===== src/rtl/mq_ibuf2mac.sv =====
// mq_ibuf2mac: round-robin multi-queue ibuf ring reader feeding the MAC tx interface
module mq_ibuf2mac #(
  parameter int NQ = 4,
  parameter int QW = 2,
  parameter int BW = 9,
  parameter logic [15:0] MAXLEN = 16'd1518,
  parameter logic [15:0] MINLEN = 16'd14
) (
  input  logic                   clk,
  input  logic                   rst_n,
  input  logic [NQ-1:0]          q_en,
  input  logic [NQ*(BW+1)-1:0]   committed_prod,
  output logic [NQ*(BW+1)-1:0]   committed_cons,
  output logic [QW+BW-1:0]       rd_addr,
  input  logic [63:0]            rd_data,
  output logic [63:0]            tx_data,
  output logic [7:0]             tx_data_valid,
  output logic                   tx_start,
  input  logic                   tx_ack,
  output logic                   tx_underrun,
  output logic [NQ-1:0]          q_err,
  output logic [31:0]            pkt_cnt
);
  typedef enum logic [2:0] {IDLE, HDR, PRE, START, STREAM, DONE} state_t;
  state_t state, state_nx;
  logic [BW:0] cons [NQ];
  logic [BW:0] prod [NQ];
  logic [BW:0] avail [NQ];
  logic [NQ-1:0] elig;
  logic [QW-1:0] rr, qid, sel;
  logic [BW-1:0] ptr;
  logic [7:0] nw, rem, lm;
  logic [2:0] lr;
  logic [15:0] len;
  logic [16:0] nw_c;
  logic bad;
  for (genvar g = 0; g < NQ; g++) begin : g_q
    assign prod[g] = committed_prod[g*(BW+1) +: BW+1];
    assign committed_cons[g*(BW+1) +: BW+1] = cons[g];
    assign avail[g] = prod[g] - cons[g];
    assign elig[g] = |avail[g] && q_en[g] && !q_err[g];
  end
  assign len = rd_data[15:0];
  assign nw_c = (17'(len) + 17'd7) >> 3;
  assign bad = len < MINLEN || len > MAXLEN || nw_c + 17'd1 > 17'(avail[qid]);
  assign lm = lr == 3'd0 ? 8'hFF : ~(8'hFF << lr);
  assign rd_addr = {qid, ptr};
  assign tx_underrun = 1'b0;
  // first eligible queue at or after rr, wrapping upward
  always_comb begin
    sel = rr;
    for (int k = NQ - 1; k >= 0; k--) if (elig[rr + QW'(k)]) sel = rr + QW'(k);
  end
  // state register
  always_ff @(posedge clk or negedge rst_n)
    if (!rst_n) state <= IDLE;
    else state <= state_nx;
  // next-state logic
  always_comb begin
    state_nx = state;
    case (state)
      IDLE:    state_nx = |elig ? HDR : IDLE;
      HDR:     state_nx = bad ? IDLE : PRE;
      PRE:     state_nx = START;
      START:   state_nx = tx_ack ? (rem == 8'd0 ? DONE : STREAM) : START;
      STREAM:  state_nx = rem == 8'd0 ? DONE : STREAM;
      DONE:    state_nx = IDLE;
      default: state_nx = IDLE;
    endcase
  end
  // frame start request is held for the whole START state
  always_comb tx_start = state == START;
  // read pointer, tx datapath, per-queue pointers, error flags and counters
  always_ff @(posedge clk or negedge rst_n)
    if (!rst_n) begin
      for (int i = 0; i < NQ; i++) cons[i] <= '0;
      qid <= '0;
      ptr <= '0;
      rr <= '0;
      nw <= '0;
      rem <= '0;
      lr <= '0;
      tx_data <= '0;
      tx_data_valid <= '0;
      q_err <= '0;
      pkt_cnt <= '0;
    end else case (state)
      IDLE: if (|elig) begin
        qid <= sel;
        ptr <= cons[sel][BW-1:0];
      end
      HDR: if (bad) begin
        q_err[qid] <= 1'b1;
        rr <= qid + QW'(1);
      end else begin
        nw <= nw_c[7:0];
        lr <= len[2:0];
        ptr <= ptr + BW'(1);
      end
      PRE: begin
        tx_data <= rd_data;
        tx_data_valid <= nw == 8'd1 ? lm : 8'hFF;
        rem <= nw - 8'd1;
        ptr <= ptr + BW'(1);
      end
      START, STREAM: if (state == STREAM || tx_ack) begin
        if (rem != 8'd0) begin
          tx_data <= rd_data;
          tx_data_valid <= rem == 8'd1 ? lm : 8'hFF;
          rem <= rem - 8'd1;
          ptr <= ptr + BW'(1);
        end else tx_data_valid <= '0;
      end
      DONE: begin
        cons[qid] <= cons[qid] + (BW+1)'(nw) + (BW+1)'(1);
        pkt_cnt <= pkt_cnt + 32'd1;
        rr <= qid + QW'(1);
      end
      default: ;
    endcase
endmodule


===== config.mk =====
export PLATFORM = sky130hd
export DESIGN_NAME = mq_ibuf2mac
export DESIGN_NICKNAME = d
export VERILOG_FILES = /design/src/rtl/mq_ibuf2mac.sv
export SDC_FILE = /design/constraint.sdc
export NUM_CORES = 1
export LEC_CHECK = 0
export BUFFER_PORTS_ARGS = -buffer_cell sky130_fd_sc_hd__buf_4
export CORE_MARGIN = 2
export CORE_UTILIZATION = 60
export CTS_BUF_LIST = sky130_fd_sc_hd__clkbuf_2
export CTS_CLUSTER_DIAMETER = 60
export DETAILED_ROUTE_END_ITERATION = 7
export GPL_TIMING_DRIVEN = 0
export PLACE_DENSITY = 0.92
export RECOVER_POWER = 100
export SYNTH_ARGS = -nofsm -noshare
export SYNTH_HDL_FRONTEND = slang
export SYNTH_SLANG_ARGS = --single-unit

===== constraint.sdc =====
create_clock -name clk -period 11.7 [get_ports clk]
set_input_delay 1.17 -clock clk [delete_from_list [all_inputs] [get_ports clk]]
set_output_delay 1.17 -clock clk [all_outputs]
set_load 0.02 [all_outputs]

Word-level counts from Yosys, hierarchy flattened

Cells that the tools add are included.

Output and inout port bits: 161
Register bits: 183
Input bits: 111
Logic and storage cells: 148

$lt $le $gt $ge: 12
Multiplexer cells: 50
Reductions and logical operators: 37
$add $sub $neg: 16
Bitwise operators: 5
Shift operators: 1
Eq/ne operators: 12

Operators with widths:

| operator              | count |
|---|---|
| $mux 64               | 2 |
| $pmux 64 s2           | 1 |
| $bmux 10 s2           | 3 |
| $mux 8                | 7 |
| $mux 9                | 6 |
| $mux 10               | 5 |
| $bwmux 40             | 1 |
| $reduce_or 10->1      | 4 |
| $sub 10x10->10        | 4 |
| $pmux 9 s4            | 1 |
| $add 32x1->32 const B | 1 |
| $pmux 8 s2            | 2 |
| $demux 10 s2          | 1 |
| $add 16x3->17 const B | 1 |
| $eq 8x1->1 const B    | 2 |
| $gt 16x11->1 const B  | 1 |
| $lt 16x4->1 const B   | 1 |
| $sub 8x1->8 const B   | 2 |
| $add 14x1->15 const B | 1 |
| $gt 15x10->1          | 1 |
| $lt 2x3->1 const B    | 5 |
| $pmux 3 s5            | 1 |
| $mux 2                | 6 |
| $add 10x1->10 const B | 1 |
| 34 further kinds      | 73 |

Longest topological paths before layout

Depth in word-level cells: 16
Gate-level depth with buffers: 22
Mapped depth without buffers: 21

Least setup slack after synthesis

Ideal clock, no wire load.

Kind: input port to flip-flop
Start point: input committed_prod[20]
End point: register ptr[4]
Required time: 11576 ps
Arrival time: 4852 ps
Path slack: 6724 ps
Stages: 17
Setup time: 124 ps
Path buffers: 1
Cell sequence: inv_1 -> ha_1 -> inv_1 -> fa_1 -> a21o_1 -> and2_1 -> o31a_1 -> or2_2 -> mux4_2 -> ha_1 -> a21o_1 -> a2111oi_0 -> o311a_1 -> o22ai_1 -> clkbuf_1 -> o21bai_1 -> a211o_1

Longest elaborated chain between the ends: 16
Elaborated cells between the ends (all ways): 31
Classes of those cells: add/sub (1); order compare (1); eq/ne (2); mux (20); bitwise (1); reduce/logical (6)

RTL lines:

| element                                   | line | source |
|---|---|---|
| from (decl)                               | 12   | `input logic [NQ*(BW+1)-1:0] committed_prod,` |
| $sub 10x10->10 (*)                        | 40   | `assign avail[g] = prod[g] - cons[g];` |
| $reduce_or 10->1                          | 41   | `assign elig[g] = \|avail[g] && q_en[g] && !q_err[g];` |
| $logic_and 1x1->1 (2 in a row)            | 41   |  |
| $bmux 1 s2                                | 52   | `for (int k = NQ - 1; k >= 0; k--) if (elig[rr + QW'(k)]) sel = rr + QW'(k);` |
| $mux 1 (not written as such)              | 52   |  |
| $mux 2 (4 in a row)                       | 52   |  |
| $not 2->3 (not written as such)           | 90   | `ptr <= cons[sel][BW-1:0];` |
| $bmux 10 s2                               | 90   |  |
| $mux 9 (not written as such) (2 in a row) | 90   |  |
| $mux 9                                    | 88   | `IDLE: if (\|elig) begin` |
| $pmux 9 s4                                | 87   | `end else case (state)` |
| to (signal assigned)                      | 90   |  |
| to (signal assigned)                      | 98   | `ptr <= ptr + BW'(1);` |
| to (signal assigned)                      | 104  | `ptr <= ptr + BW'(1);` |
| to (decl)                                 | 31   | `logic [BW-1:0] ptr;` |

Mark *: on every way between the ends. The rest lies on a longest branch, timed or not. The select of a mux whose other input is x is not followed.
A chain may end at the register's enable or synchronous reset.

Worst setup path in the final report

Start point: register cons, in the netlist committed_cons[0]
End point: register ptr[7]

Longest elaborated chain between the ends: 16
Elaborated cells between the ends (all ways): 31
Classes of those cells: add/sub (1); order compare (1); eq/ne (2); mux (20); bitwise (1); reduce/logical (6)

RTL lines:

| element                                   | line | source |
|---|---|---|
| from (decl)                               | 26   | `logic [BW:0] cons [NQ];` |
| from (signal, indexed assignment)         | 115  | `cons[qid] <= cons[qid] + (BW+1)'(nw) + (BW+1)'(1);` |
| $sub 10x10->10 (*)                        | 40   |  |
| $reduce_or 10->1                          | 41   |  |
| $logic_and 1x1->1 (2 in a row)            | 41   |  |
| $bmux 1 s2                                | 52   |  |
| $mux 1 (not written as such)              | 52   |  |
| $mux 2 (4 in a row)                       | 52   |  |
| $not 2->3 (not written as such)           | 90   |  |
| $bmux 10 s2                               | 90   |  |
| $mux 9 (not written as such) (2 in a row) | 90   |  |
| $mux 9                                    | 88   |  |
| $pmux 9 s4                                | 87   |  |

Marks and branches as above.

==> impl_results.md <==
* Syn. warnings at 0
* First-pass GRT wire length at 49800 um
* Post-route setup TNS at 0 ps
* Clock buffer depth at 2
* Initial Util at 60.8%
* Core area at 18600 um^2
* Total track usage at 31.8%
* Worst-path clk slew at 280 ps
* PD cells at 184 nW/um^2
* Post CTS Setup Buffer Count at 0
* Cell-internal power at 1.33 mW
* Setup violations, final at 0
* Final core utilization at 71.1%
* Register area share after synthesis at 40.5%
* Die Ht at 141 um
* WS Path Type: reg2reg
* Async S/R FF share, synth at 100%
* Synth area leader: dfrtp_1
* # fillers at 1534
* DR DRC count at 0
* Clk pwr share at 12.8%
* Via density at 6.04
* Vias in the first global route at 9640
* Switching Power at 1.10 mW
* Hold Path Depth at 1
* Critical Path AT at 5970 ps
* CTS tree: yes
* Fin area at 13200 um^2
* FP Rows at 50
* Leak at 5.77 nW
* Root buffer cell: clkbuf_2
* Die area at 20000 um^2
* Unrepaired setup endpoints after global routing: no
* Post-route insts no fill at 1655
* #FFs+latches synth at 183
* Most frequent cells in the layout: 194 x clkbuf_1, 183 x dfrtp_1, 110 x nand2_1
* Syn_area_per_cell at 10.1 um^2
* Drt first pass iters at 7
* Setup Skew at 41.6 ps
* Peak supply drop at 0.128 mV
* Fmax at 190 MHz
* Post-CTS Resized at 0
* HPWL after detailed placement at 25300 um
* Hold/Removal Path Class: reg2reg
* Routability-driven placement congestion ratio at 0.979
* Logic pwr share at 48.5%
* GR Overflow Total at 0
* Tmin final at 5270 ps
* Commonest non-fill, non-tap cell in the layout: clkbuf_1
* Top cell type's share of synthesized area at 40.5%
* Buffers added on ports at 264
* Post-synthesis cell count at 1123
* Num Clock Sinks at 183
* Worst Reg-to-Reg Cells at 20
* EDFF count, synth at 0
* R2R Setup Slk at 6430 ps
* Share of cells above drive strength 1 at 17.3%
* Distinct cells, synth at 75
* Fin. max-slew vios at 58
* H-tree depth at 4
* CTS Buf Count at 17
* Max cap viols at 1
* Antenna Nets Post-Route at 0
* Synth Flop Type: dfrtp_1
* Violations in the final reports: capacitance limit, slew limit
* Post-placement cell count at 1622
* Hold_buf cts at 0
* Via count at 10000
* Die X at 141 um
* Worst-path fanout max at 10
* Sequential share of power at 38.7%
* Post-Syn Nets at 1306
* Io pins at 272
* Avg WL per Cell at 19.3 um
* Clk_lat worst skew at 800 ps
* Max_slew headroom at -116%
* Main area contributors after synthesis: dfrtp_1 41%, mux2_2 7.8%, ha_1 7.4%
* Initial antenna violation count at 1
* Worst Max-Slew Pin Slew at 3250 ps
* Mapped Area at 11300 um^2
* Routed Wire Length at 32000 um
* Total Nets Final at 1590
* WP data required at 12390 ps
* Crit. End Element: flop
* Area Growth Syn to Fin at 17.0%
* Period utilisation layout at 45.1%
* Largest net degree at the start of global routing at 127
* Hold Violations, Final at 0
* Sw frac at 45.3%
* Status: complete, but fails checks
* Placement Cell Area at 13600 um^2
* 1st-iter DRT viols at 806
* Setup crit start kind: flop
## worst paths after layout
kind | endpoint | start
max in group asynchronous | committed_cons[8] | rst_n
min in group asynchronous | tx_data[5] | rst_n
max | ptr[7] | committed_cons[0]
max reg2reg | ptr[7] | committed_cons[0]
min reg2reg | pkt_cnt[31] | pkt_cnt[31]
min | pkt_cnt[31] | pkt_cnt[31]
## state kept, by name, summed over array words and instances (netlist names)
name            cells
qid                 2
pkt_cnt            32
ptr                 9
state               3
rem                 8
tx_data            64
q_err               4
tx_data_valid       8
nw                  8
lr                  3
committed_cons     40
rr                  2
## through the flow
| step | hold WS, ps | power, mW | setup WS (ps) |
|---|---|---|---|
| CTS | 223 | 2.55 | 6480 |
| finish | 489 | 2.44 | 6430 |
| global placement | 463 | 2.18 | 5850 |
| floorplan | 485 | 1.75 | 6720 |
| detailed placement | 465 | 2.24 | 5750 |
| global route | 469 | 2.58 | 5870 |
## cells in the mapped netlist, types with 9 or more instances
library cell  count
nand2_1         110
mux2i_1          21
mux4_2           18
nand4_1           9
nor3_1           18
ha_1             67
a21oi_1          48
a21o_1           21
o21ai_0          85
nand3_1          32
or3_1            13
o22ai_1          13
nor2_1           47
inv_1            74
mux2_2           78
xor2_1           29
and2_1           11
and3_1           17
clkbuf_1         28
dfrtp_1         183
xnor2_1          58
## metal layers
layer	up-vias	global-route usage [%]	routed length, um
li1	4581	-	-
met2	522	52.2	15500
met4	0	13.5	1240
met1	4818	41.3	12700
met3	79	6.32	2590
met5	-	0	0
## power by group through the flow
stage / clock (mW) / sequential (mW) / combinational, mW
after detailed placement: 0 / 0.955 / 1.29
after CTS: 0.317 / 0.941 / 1.29
after global placement: 0 / 0.943 / 1.24
final: 0.312 / 0.943 / 1.18
after floorplan: 0 / 1.10 / 0.649
after global routing: 0.343 / 0.962 / 1.27
## cell families after synthesis
kind of cell | after synthesis | synth area share (%)
and+or+nand+nor | 305 | 13.2
AOI/OAI and AO/OA | 244 | 14.1
DFF | 183 | 40.5
muxes | 117 | 13.2
buffers and inverters | 113 | 3.89
xor gates and xnor gates | 87 | 6.74
adders and majority gates | 73 | 8.39
other | 1 | 0.0332
## worst max-delay path, cell delays in order, from the launching register on
cell	delay, ps
dfrtp_1	580
ha_1	230
inv_1	50
fa_1	410
a21oi_1	250
nor2_1	80
a211oi_1	350
o21ai_0	160
xnor2_1	290
o21ai_0	120
o21ai_0	270
ha_1	300
nand3_1	120
a211oi_1	50
a2111oi_0	670
o311a_1	310
o22ai_1	180
clkbuf_1	260
nand2_1	110
o21ai_0	70
or3_1	340
## cell type report
type / count / area [um^2] / share of cell area, %
Timing Repair Buffer: 265 / 1410 / 10.6
Clock buffer: 17 / 85.1 / 0.644
Tap cell: 234 / 293 / 2.21
Buffer: 38 / 155 / 1.17
Antenna cell: 1 / 2.50 / 0.0189
Inverter: 75 / 282 / 2.13
Multi-Input combinational cell: 827 / 6280 / 47.5
Sequential cell: 183 / 4580 / 34.6
Clock inverter: 15 / 141 / 1.07
(Power assumes the default switching activity.)
